## src/rtl/dbuf_write_fifo.sv

```systemverilog
// dbuf_write_fifo: buffers GTIA pixel writes and forwards them to display memory over valid/ready
module dbuf_write_fifo #(
    parameter int DATA_W = 32,
    parameter int ADDR_W = 16,
    parameter int DEPTH  = 16,
    parameter int PTR_W  = 4
) (
    input  logic              Fphi0,
    input  logic              rst_b,
    input  logic [DATA_W-1:0] dBuf_data,
    input  logic [ADDR_W-1:0] dBuf_addr,
    input  logic              dBuf_writeEn,
    input  logic              vblank,
    output logic [DATA_W-1:0] mem_data,
    output logic [ADDR_W-1:0] mem_addr,
    output logic              mem_valid,
    input  logic              mem_ready,
    output logic              full,
    output logic              empty,
    output logic [PTR_W:0]    level,
    output logic [7:0]        overflow_cnt,
    output logic              frame_done
);
    localparam int LW = PTR_W + 1;
    localparam int EW = ADDR_W + DATA_W;

    typedef enum logic [1:0] {IDLE, DRAIN, DONE} state_t;

    logic [EW-1:0]    store_q [DEPTH];
    logic [PTR_W-1:0] wr_ptr_q, rd_ptr_q;
    logic [LW-1:0]    level_q, level_d;
    logic [7:0]       ovf_q;
    logic             vb_q, frame_done_q;
    state_t           state_q;
    logic             push, pop, drop, eof;

    assign full         = level_q == LW'(DEPTH);
    assign empty        = level_q == '0;
    assign mem_valid    = !empty;
    assign level        = level_q;
    assign overflow_cnt = ovf_q;
    assign frame_done   = frame_done_q;
    assign {mem_addr, mem_data} = store_q[rd_ptr_q];

    // Handshake decode; a drop is judged on pre-edge fullness, so a same-cycle pop cannot rescue it
    always_comb begin
        push    = dBuf_writeEn && !full;
        drop    = dBuf_writeEn && full;
        pop     = mem_valid && mem_ready;
        eof     = vblank && !vb_q;
        level_d = (push && !pop) ? level_q + LW'(1) : (!push && pop) ? level_q - LW'(1) : level_q;
    end

    // Pixel storage; contents need no reset since validity is tracked by level
    always_ff @(posedge Fphi0) begin
        if (push) store_q[wr_ptr_q] <= {dBuf_addr, dBuf_data};
    end

    // Pointers and occupancy
    always_ff @(posedge Fphi0 or negedge rst_b) begin
        if (!rst_b) begin
            wr_ptr_q <= '0;
            rd_ptr_q <= '0;
            level_q  <= '0;
        end else begin
            if (push) wr_ptr_q <= wr_ptr_q + PTR_W'(1);
            if (pop) rd_ptr_q <= rd_ptr_q + PTR_W'(1);
            level_q <= level_d;
        end
    end

    // Dropped-pixel counter: saturating, restarted when a frame completes
    always_ff @(posedge Fphi0 or negedge rst_b) begin
        if (!rst_b) ovf_q <= '0;
        else if (state_q == DONE) ovf_q <= drop ? 8'd1 : 8'd0;
        else if (drop && ovf_q != 8'hFF) ovf_q <= ovf_q + 8'd1;
    end

    // End-of-frame tracker: wait for vblank rise, then for the FIFO to drain, then pulse
    always_ff @(posedge Fphi0 or negedge rst_b) begin
        if (!rst_b) begin
            state_q      <= IDLE;
            vb_q         <= 1'b0;
            frame_done_q <= 1'b0;
        end else begin
            vb_q <= vblank;
            case (state_q)
                IDLE: if (eof) state_q <= DRAIN;
                DRAIN: if (level_d == '0) begin
                    state_q      <= DONE;
                    frame_done_q <= 1'b1;
                end
                DONE: begin
                    state_q      <= IDLE;
                    frame_done_q <= 1'b0;
                end
                default: begin
                    state_q      <= IDLE;
                    frame_done_q <= 1'b0;
                end
            endcase
        end
    end
endmodule
```

## config.mk

```make
export PLATFORM = sky130hd
export DESIGN_NAME = dbuf_write_fifo
export DESIGN_NICKNAME = d
export VERILOG_FILES = /design/src/rtl/dbuf_write_fifo.sv
export SDC_FILE = /design/constraint.sdc
export NUM_CORES = 1
export LEC_CHECK = 0
export CAP_MARGIN = 20
export CORE_MARGIN = 8
export CORE_UTILIZATION = 55
export CTS_CLUSTER_DIAMETER = 60
export CTS_CLUSTER_SIZE = 8
export DETAILED_ROUTE_END_ITERATION = 16
export GPL_ROUTABILITY_DRIVEN = 0
export PLACE_DENSITY_LB_ADDON = 0.3
export SYNTH_ARGS = -nofsm -noshare
export SYNTH_HDL_FRONTEND = slang
export SYNTH_SLANG_ARGS = --single-unit
export TNS_END_PERCENT = 100
```

## constraint.sdc

```tcl
create_clock -name Fphi0 -period 4.9 [get_ports Fphi0]
set_input_delay 0.49 -clock Fphi0 [delete_from_list [all_inputs] [get_ports Fphi0]]
set_output_delay 0.49 -clock Fphi0 [all_outputs]
set_load 0.1 [all_outputs]
```

==> impl_results.md, run 1 <==
* Clock tree buffer depth at 3
* Initial DRC count at about 1.2k
* Die height at about 250 um
* Synth Area in Compound Gates at 0.006092
* Largest net degree at the start of global routing at 112
* Leakage at 11.24 nW
* Final setup fails at 0
* Clk Latency, worst-skew pair at roughly 0.65 ns
* Initial core utilization at 0.5523
* Antenna violations before repair at 6
* Post-DP Area at roughly 33000 um2
* Crit-path cells: buf_4 > mux4_2 > mux4_2 > clkdlybuf4s50_1
* DRT Wirelength at approximately 66 mm
* Maximum VDD drop at between 500 and 600 uV
* Fin crit period at about 4.3 ns
* Die Wd at ~250 um
* Postcts setup bufs at 0
* Fillers at ~3.4k
* Slew HR at 0.3153
* Asr flop ratio synth at 0.03153
* Simple-Gate Fraction of Synth Area at 0.01281
* Clock share of power at 0.270
* Fin crit share at 0.8823
* # DRC at 0
* Synth area leader: edfxtp_1
* Top-count cell post-synth: edfxtp_1
* Average wire per standard cell at around 30 um
* GRT overflow at 0
* Crit path max fanout at 20
* Net switching power figure at approximately 0.009 W
* Routed via count at around 14k
* Reg2Reg Depth at 7
* RSZ-0062 raised after global routing: false
* Switching share of power at 0.3657
* Final hold violation count at 0
* H-tree levels at 3
* Share of cells above drive strength 1 at 0.2994
* Syn Area/Cell at between 20 and 25 um2
* Hold WC Path Type: input port to async pin
* Final non-filler cell area at around 36000 um2
* CTS tree: done
* Root Driver: clkbuf_16
* Clock sink total at approximately 790
* Final Slew Violations at 0
* Final Util at 0.6519
* Largest stage delay, worst path at 1.00 ns
* Outcome: complete, no violations
* Commonest cells post-synth: 768 x edfxtp_1, 240 x mux4_2, 36 x clkbuf_1
* Routed Antenna Nets at 0
* Clk_skew at approximately 0.024 ns
* First-pass GRT wire length at between 90 and 100 mm
* Tot GR Track Use at 0.2105
* NumNets Final at 1495
* Worst Tran Pin Value at 1.024 ns
* Power Internal at around 0.015 W
* Post-synthesis mux area share at 0.1797
* Rows at between 80 and 90
* Worst endpoint required time at between 4 and 5 ns
* CP Depth at 4
* Clock transition at path regs at 0.05 ns
* Pre-antenna DRT Iters at 5
* CTS buffer count at 110
* Final Power at 0.02420 W
* Synth area leaders: edfxtp_1 76%, mux4_2 18%, dfrtp_1 2.1%, clkbuf_1 0.45%, xnor2_1 0.35%
* Vias/cell at around 6.4
* Synth top area share at 0.7639
* Maxcap violations at 0
* Core ar. at around 55000 um2
* Setup crit start kind: flip-flop
* Main combinational cell family by area after synthesis: multiplexers
* CP Data Arrival Time at around 3.8 ns
* Seq cells post-synth at around 800
* I/O pin count at about 120
* Post-Synth Adder-Cell Area at 0.003315
* Synth Flop Type: edfxtp_1
* Die Area at ~63000 um2
* Power Dens Cells at between 600 and 700 nW/um2
* Crit-path most repeated cell: mux4_2
* Reg power frac at 0.355
* Unique cell type count in the Yosys netlist at 42
* Post-synth EDFFs at between 700 and 800
* Hold-fix buffer count after cts at 0
* Critical-path top delay cell: clkdlybuf4s50_1
* Comb power frac at 0.375
* Fmax at 0.2313 GHz
* Number of synthesis warnings at 0
* Number of global-route vias before repair at 14.52k
* Worst setup EP type: primary output
* CP top delay family: buffers and inverters
* Seq/Total Area, Yosys at 0.7846
* Post-DP HPWL at ~33 mm
* Worst Path Buf+Inv at 2
* Syn Nets at between 1k and 1.5k
* Syn Inst Count at between 1k and 1.5k
* WS Path Type: flip-flop to primary output
* Synth Area in XOR/XNOR at 0.003481
* Mapped Area at ~30000 um2
* Post-CTS sizing at 0
* IO Port Bufs at between 100 and 150
* Area growth, synth to finish at 18.03%
[cell type report]
cell class                      instances  area [um2]  share of cell area
Inverter                               11       46.29            0.001299
Tap cell                              704       880.8             0.02472
Antenna cell                            2       5.005           0.0001404
Multi-Input combinational cell        359        6337              0.1778
Clock inverter                          9       113.9            0.003195
Timing Repair Buffer                  159        1732             0.04860
Clock buffer                          122        2819             0.07911
Sequential cell                       793       23700              0.6651
[path summary, 6_finish.rpt]
kind	startpoint	to	slack [ns]
min in group Fphi0	vblank	vb_q	0.34
worst min-delay path	rst_b	overflow_cnt[4]	0.22
worst min register to register	frame_done	frame_done	0.50
max in group asynchronous	rst_b	rd_ptr_q[0]	4.39
worst max register to register	level[0]	store_q[13][29]	1.32
worst max-delay path	rd_ptr_q[0]	mem_data[5]	0.58
[cells in the final DEF (no fill, tap or decap), drive strengths merged, types with 2 or more instances in the layout]
master,count
edfxtp,768
mux4,240
clkbuf,122
clkdlybuf4s50,115
buf,44
nor2,27
dfrtp,25
nand2,17
xnor2,12
inv,12
nor3,9
ha,8
clkinv,7
o211ai,4
a211oi,4
nand2b,4
nand3,4
o21ai,3
nor4,3
nand4,3
a21oi,3
diode,2
or4b,2
a2111oi,2
[cells by family after synthesis]
family,Yosys count
XOR/XNOR,12
flip-flops,793
adder cells (fa/ha/maj),8
multiplexers,242
buffers and inverters,71
AND/OR/NAND/NOR,76
AO/OA/AOI/OAI,21
[power by group through the flow]
stage                     logic, W  clock network, W  registers [W]
after floorplan            0.00696                 0        0.00866
after global placement     0.00911                 0        0.00866
after detailed placement   0.00913                 0        0.00870
after CTS                  0.00921           0.00664        0.00860
after global routing       0.00943           0.00692        0.00864
final                      0.00907           0.00654        0.00859
[sequential cells by signal (all words and copies together) (netlist names)]
name	cells
level	5
vb_q	1
wr_ptr_q	4
frame_done	1
rd_ptr_q	4
store_q	768
state_q	2
overflow_cnt	8
[per-stage QoR]
step | cells | TNS [ns] | setup WS (ns) | hold WS [ns]
floorplan | 1223 | -35.26 | -0.1340 | 0.1944
global placement | 2026 | 0 | 1.138 | 0.4775
detailed placement | 2026 | 0 | 1.122 | 0.4839
CTS | 2157 | 0 | 0.4735 | 0.1870
global route | 2158 | 0 | 0.4166 | 0.2365
finish | 2159 | 0 | 0.5765 | 0.2157
[per-layer routing]
layer	part of all wire	global-route usage	up-vias	routed length (um)
met2	0.52	0.3501	603	33950
met4	0.016	0.06053	8	1064
met1	0.39	0.2829	7474	25630
met3	0.075	0.04457	82	4902
met5	0.00085	0	-	56
li1	-	-	5681	-
Power figures use the tool's default switching activity.
==> run 2: changes to the inputs <==
- PLACE_DENSITY: unset -> 0.76
- PLACE_DENSITY_LB_ADDON: 0.3 -> unset
==> impl_results.md, run 2 (synthesis results as in run 1) <==
* NumNets Final at roughly 1.5k
* Hold WC Path Type: input port to async pin
* Switching share of power at 0.3713
* CP Data Arrival Time at ~4.0 ns
* Maximum VDD drop at approximately 670 uV
* DRT Wirelength at just under 70 mm
* Tot GR Track Use at 0.2165
* Fin crit share at 0.9209
* Root Driver: clkbuf_16
* Antenna violations before repair at 4
* Worst setup EP type: primary output
* Power Internal at between 0.015 and 0.02 W
* Reg2reg end: store_q[3][7]
* Crit path max fanout at 27
* Largest net degree at the start of global routing at slightly below 50
* Worst Tran Pin Value at between 1 and 1.5 ns
* Register area at around 24000 um2
* Max reg flops at 768
* Outcome: complete, no violations
* Pre-antenna DRT Iters at 5
* Final Util at 0.6506
* Reg power frac at 0.359
* Die Wd at around 250 um
* Pre-CTS WS at 0.9899 ns
* # DRC at 0
* Die Area at 62650 um2
* Most frequent cells in the layout: 768 x edfxtp_1, 240 x mux4_2, 111 x clkbuf_16
* WS Path Type: flip-flop to primary output
* Clk Latency, worst-skew pair at ~0.65 ns
* Setup crit start kind: flip-flop
* CTS tree: done
* Fillers at roughly 3.3k
* First-pass GRT wire length at roughly 100 mm
* Postcts setup bufs at 0
* Reg with most FFs: store_q
* Clk_skew at between 0.02 and 0.025 ns
* Final hold violation count at 0
* Worst setup margin at 0.3878 ns
* Clock tree buffer depth at 3
* CTS buffer count at around 110
* Clock share of power at 0.275
* Fin crit period at ~4.5 ns
* GRT overflow at 0
* Die height at ~250 um
* Clock transition at path regs at 0.05 ns
* RSZ-0062 raised after global routing: false
* Net switching power figure at around 0.009 W
* Final Slew Violations at 0
* Worst reg2reg startpoint: level[0]
* Fmax at ~0.22 GHz
* Share of cells above drive strength 1 at 0.3080
* Post-CTS sizing at 0
* Initial core utilization at 0.5523
* Vias/cell at 6.485
* Final setup fails at 0
* Rows at 86
* Multi-input gate area at around 6300 um2
* Leading cell type in the layout, fill and taps excluded: edfxtp_1
* Power Dens Cells at just under 700 nW/um2
* Number of global-route vias before repair at approximately 15k
* Routed Antenna Nets at 0
* Average wire per standard cell at 31.12 um
* IO Port Bufs at roughly 120
* Clock sink total at about 790
* Core ar. at between 50000 and 60000 um2
* Post-DP Area at roughly 33000 um2
* Leakage at ~11 nW
* Area growth, synth to finish at 17.79%
* Worst endpoint required time at 4.41 ns
* Reg2Reg Depth at 7
* Maxcap violations at 0
* Final non-filler cell area at 35560 um2
* Comb power frac at 0.366
* Routed via count at 14.03k
* Hold-fix buffer count after cts at 0
* Post-DP HPWL at around 33 mm
* R2r setup slk at ~1.6 ns
* Initial DRC count at roughly 1.5k
* Slew HR at 0.3140
* H-tree levels at 3
* I/O pin count at around 120
[run 2: cell count changes in the layout (fill, tap and decap cells not counted), sizes merged]
cell / delta
clkinv: -3
inv: +1
clkdlybuf4s50: -18
clkbuf: +9
buf: +16
[run 2: worst max path at each step]
stage | start | to | slack, ns | depth (start not counted)
after floorplan | level[0] | store_q[7][0] | -0.13 | 7
after global placement | rd_ptr_q[0] | mem_addr[4] | 1.02 | 4
after detailed placement | rd_ptr_q[0] | mem_addr[4] | 0.99 | 4
after CTS | rd_ptr_q[0] | mem_addr[4] | 0.27 | 4
after global routing | rd_ptr_q[0] | mem_addr[4] | 0.19 | 4
final | rd_ptr_q[0] | mem_addr[4] | 0.39 | 4
[run 2: through the flow]
stage,TNS [ns],total power [W],instances,hold WS (ns)
after floorplan,-35.26,0.01563,1223,0.1944
after global placement,0,0.01769,2024,0.4766
after detailed placement,0,0.01781,2024,0.4911
after CTS,0,0.02457,2162,0.1940
after global routing,0,0.02511,2163,0.2251
final,0,0.02435,2164,0.2080
[run 2: power by group through the flow]
stage | registers, W | clock network [W] | logic [W]
after floorplan | 0.00866 | 0 | 0.00696
after global placement | 0.00881 | 0 | 0.00888
after detailed placement | 0.00886 | 0 | 0.00895
after CTS | 0.00877 | 0.00679 | 0.00901
after global routing | 0.00882 | 0.00705 | 0.00923
final | 0.00875 | 0.00670 | 0.00890
[run 2: worst max-delay path, stage by stage (launching register included)]
cell             delay, ns
dfrtp_4               0.78
buf_4                 0.47
mux4_2                0.57
mux4_2                0.51
clkdlybuf4s50_1       1.00
[run 2: area by class of cell]
cell class | instances | area share
tap | 704 | 0.02477
inverter | 11 | 0.001302
clock buffer | 131 | 0.08022
clock inverter | 7 | 0.002991
timing repair buffer | 157 | 0.04595
sequential | 793 | 0.6664
multi-input combinational | 359 | 0.1782
antenna | 2 | 0.0001407
[run 2: metal layers]
metal,up-vias,share of wire,GRT usage
li1,5677,-,-
met1,7495,0.39,0.2884
met2,731,0.51,0.3573
met3,126,0.078,0.04675
met4,4,0.025,0.07183
met5,-,0.00028,0
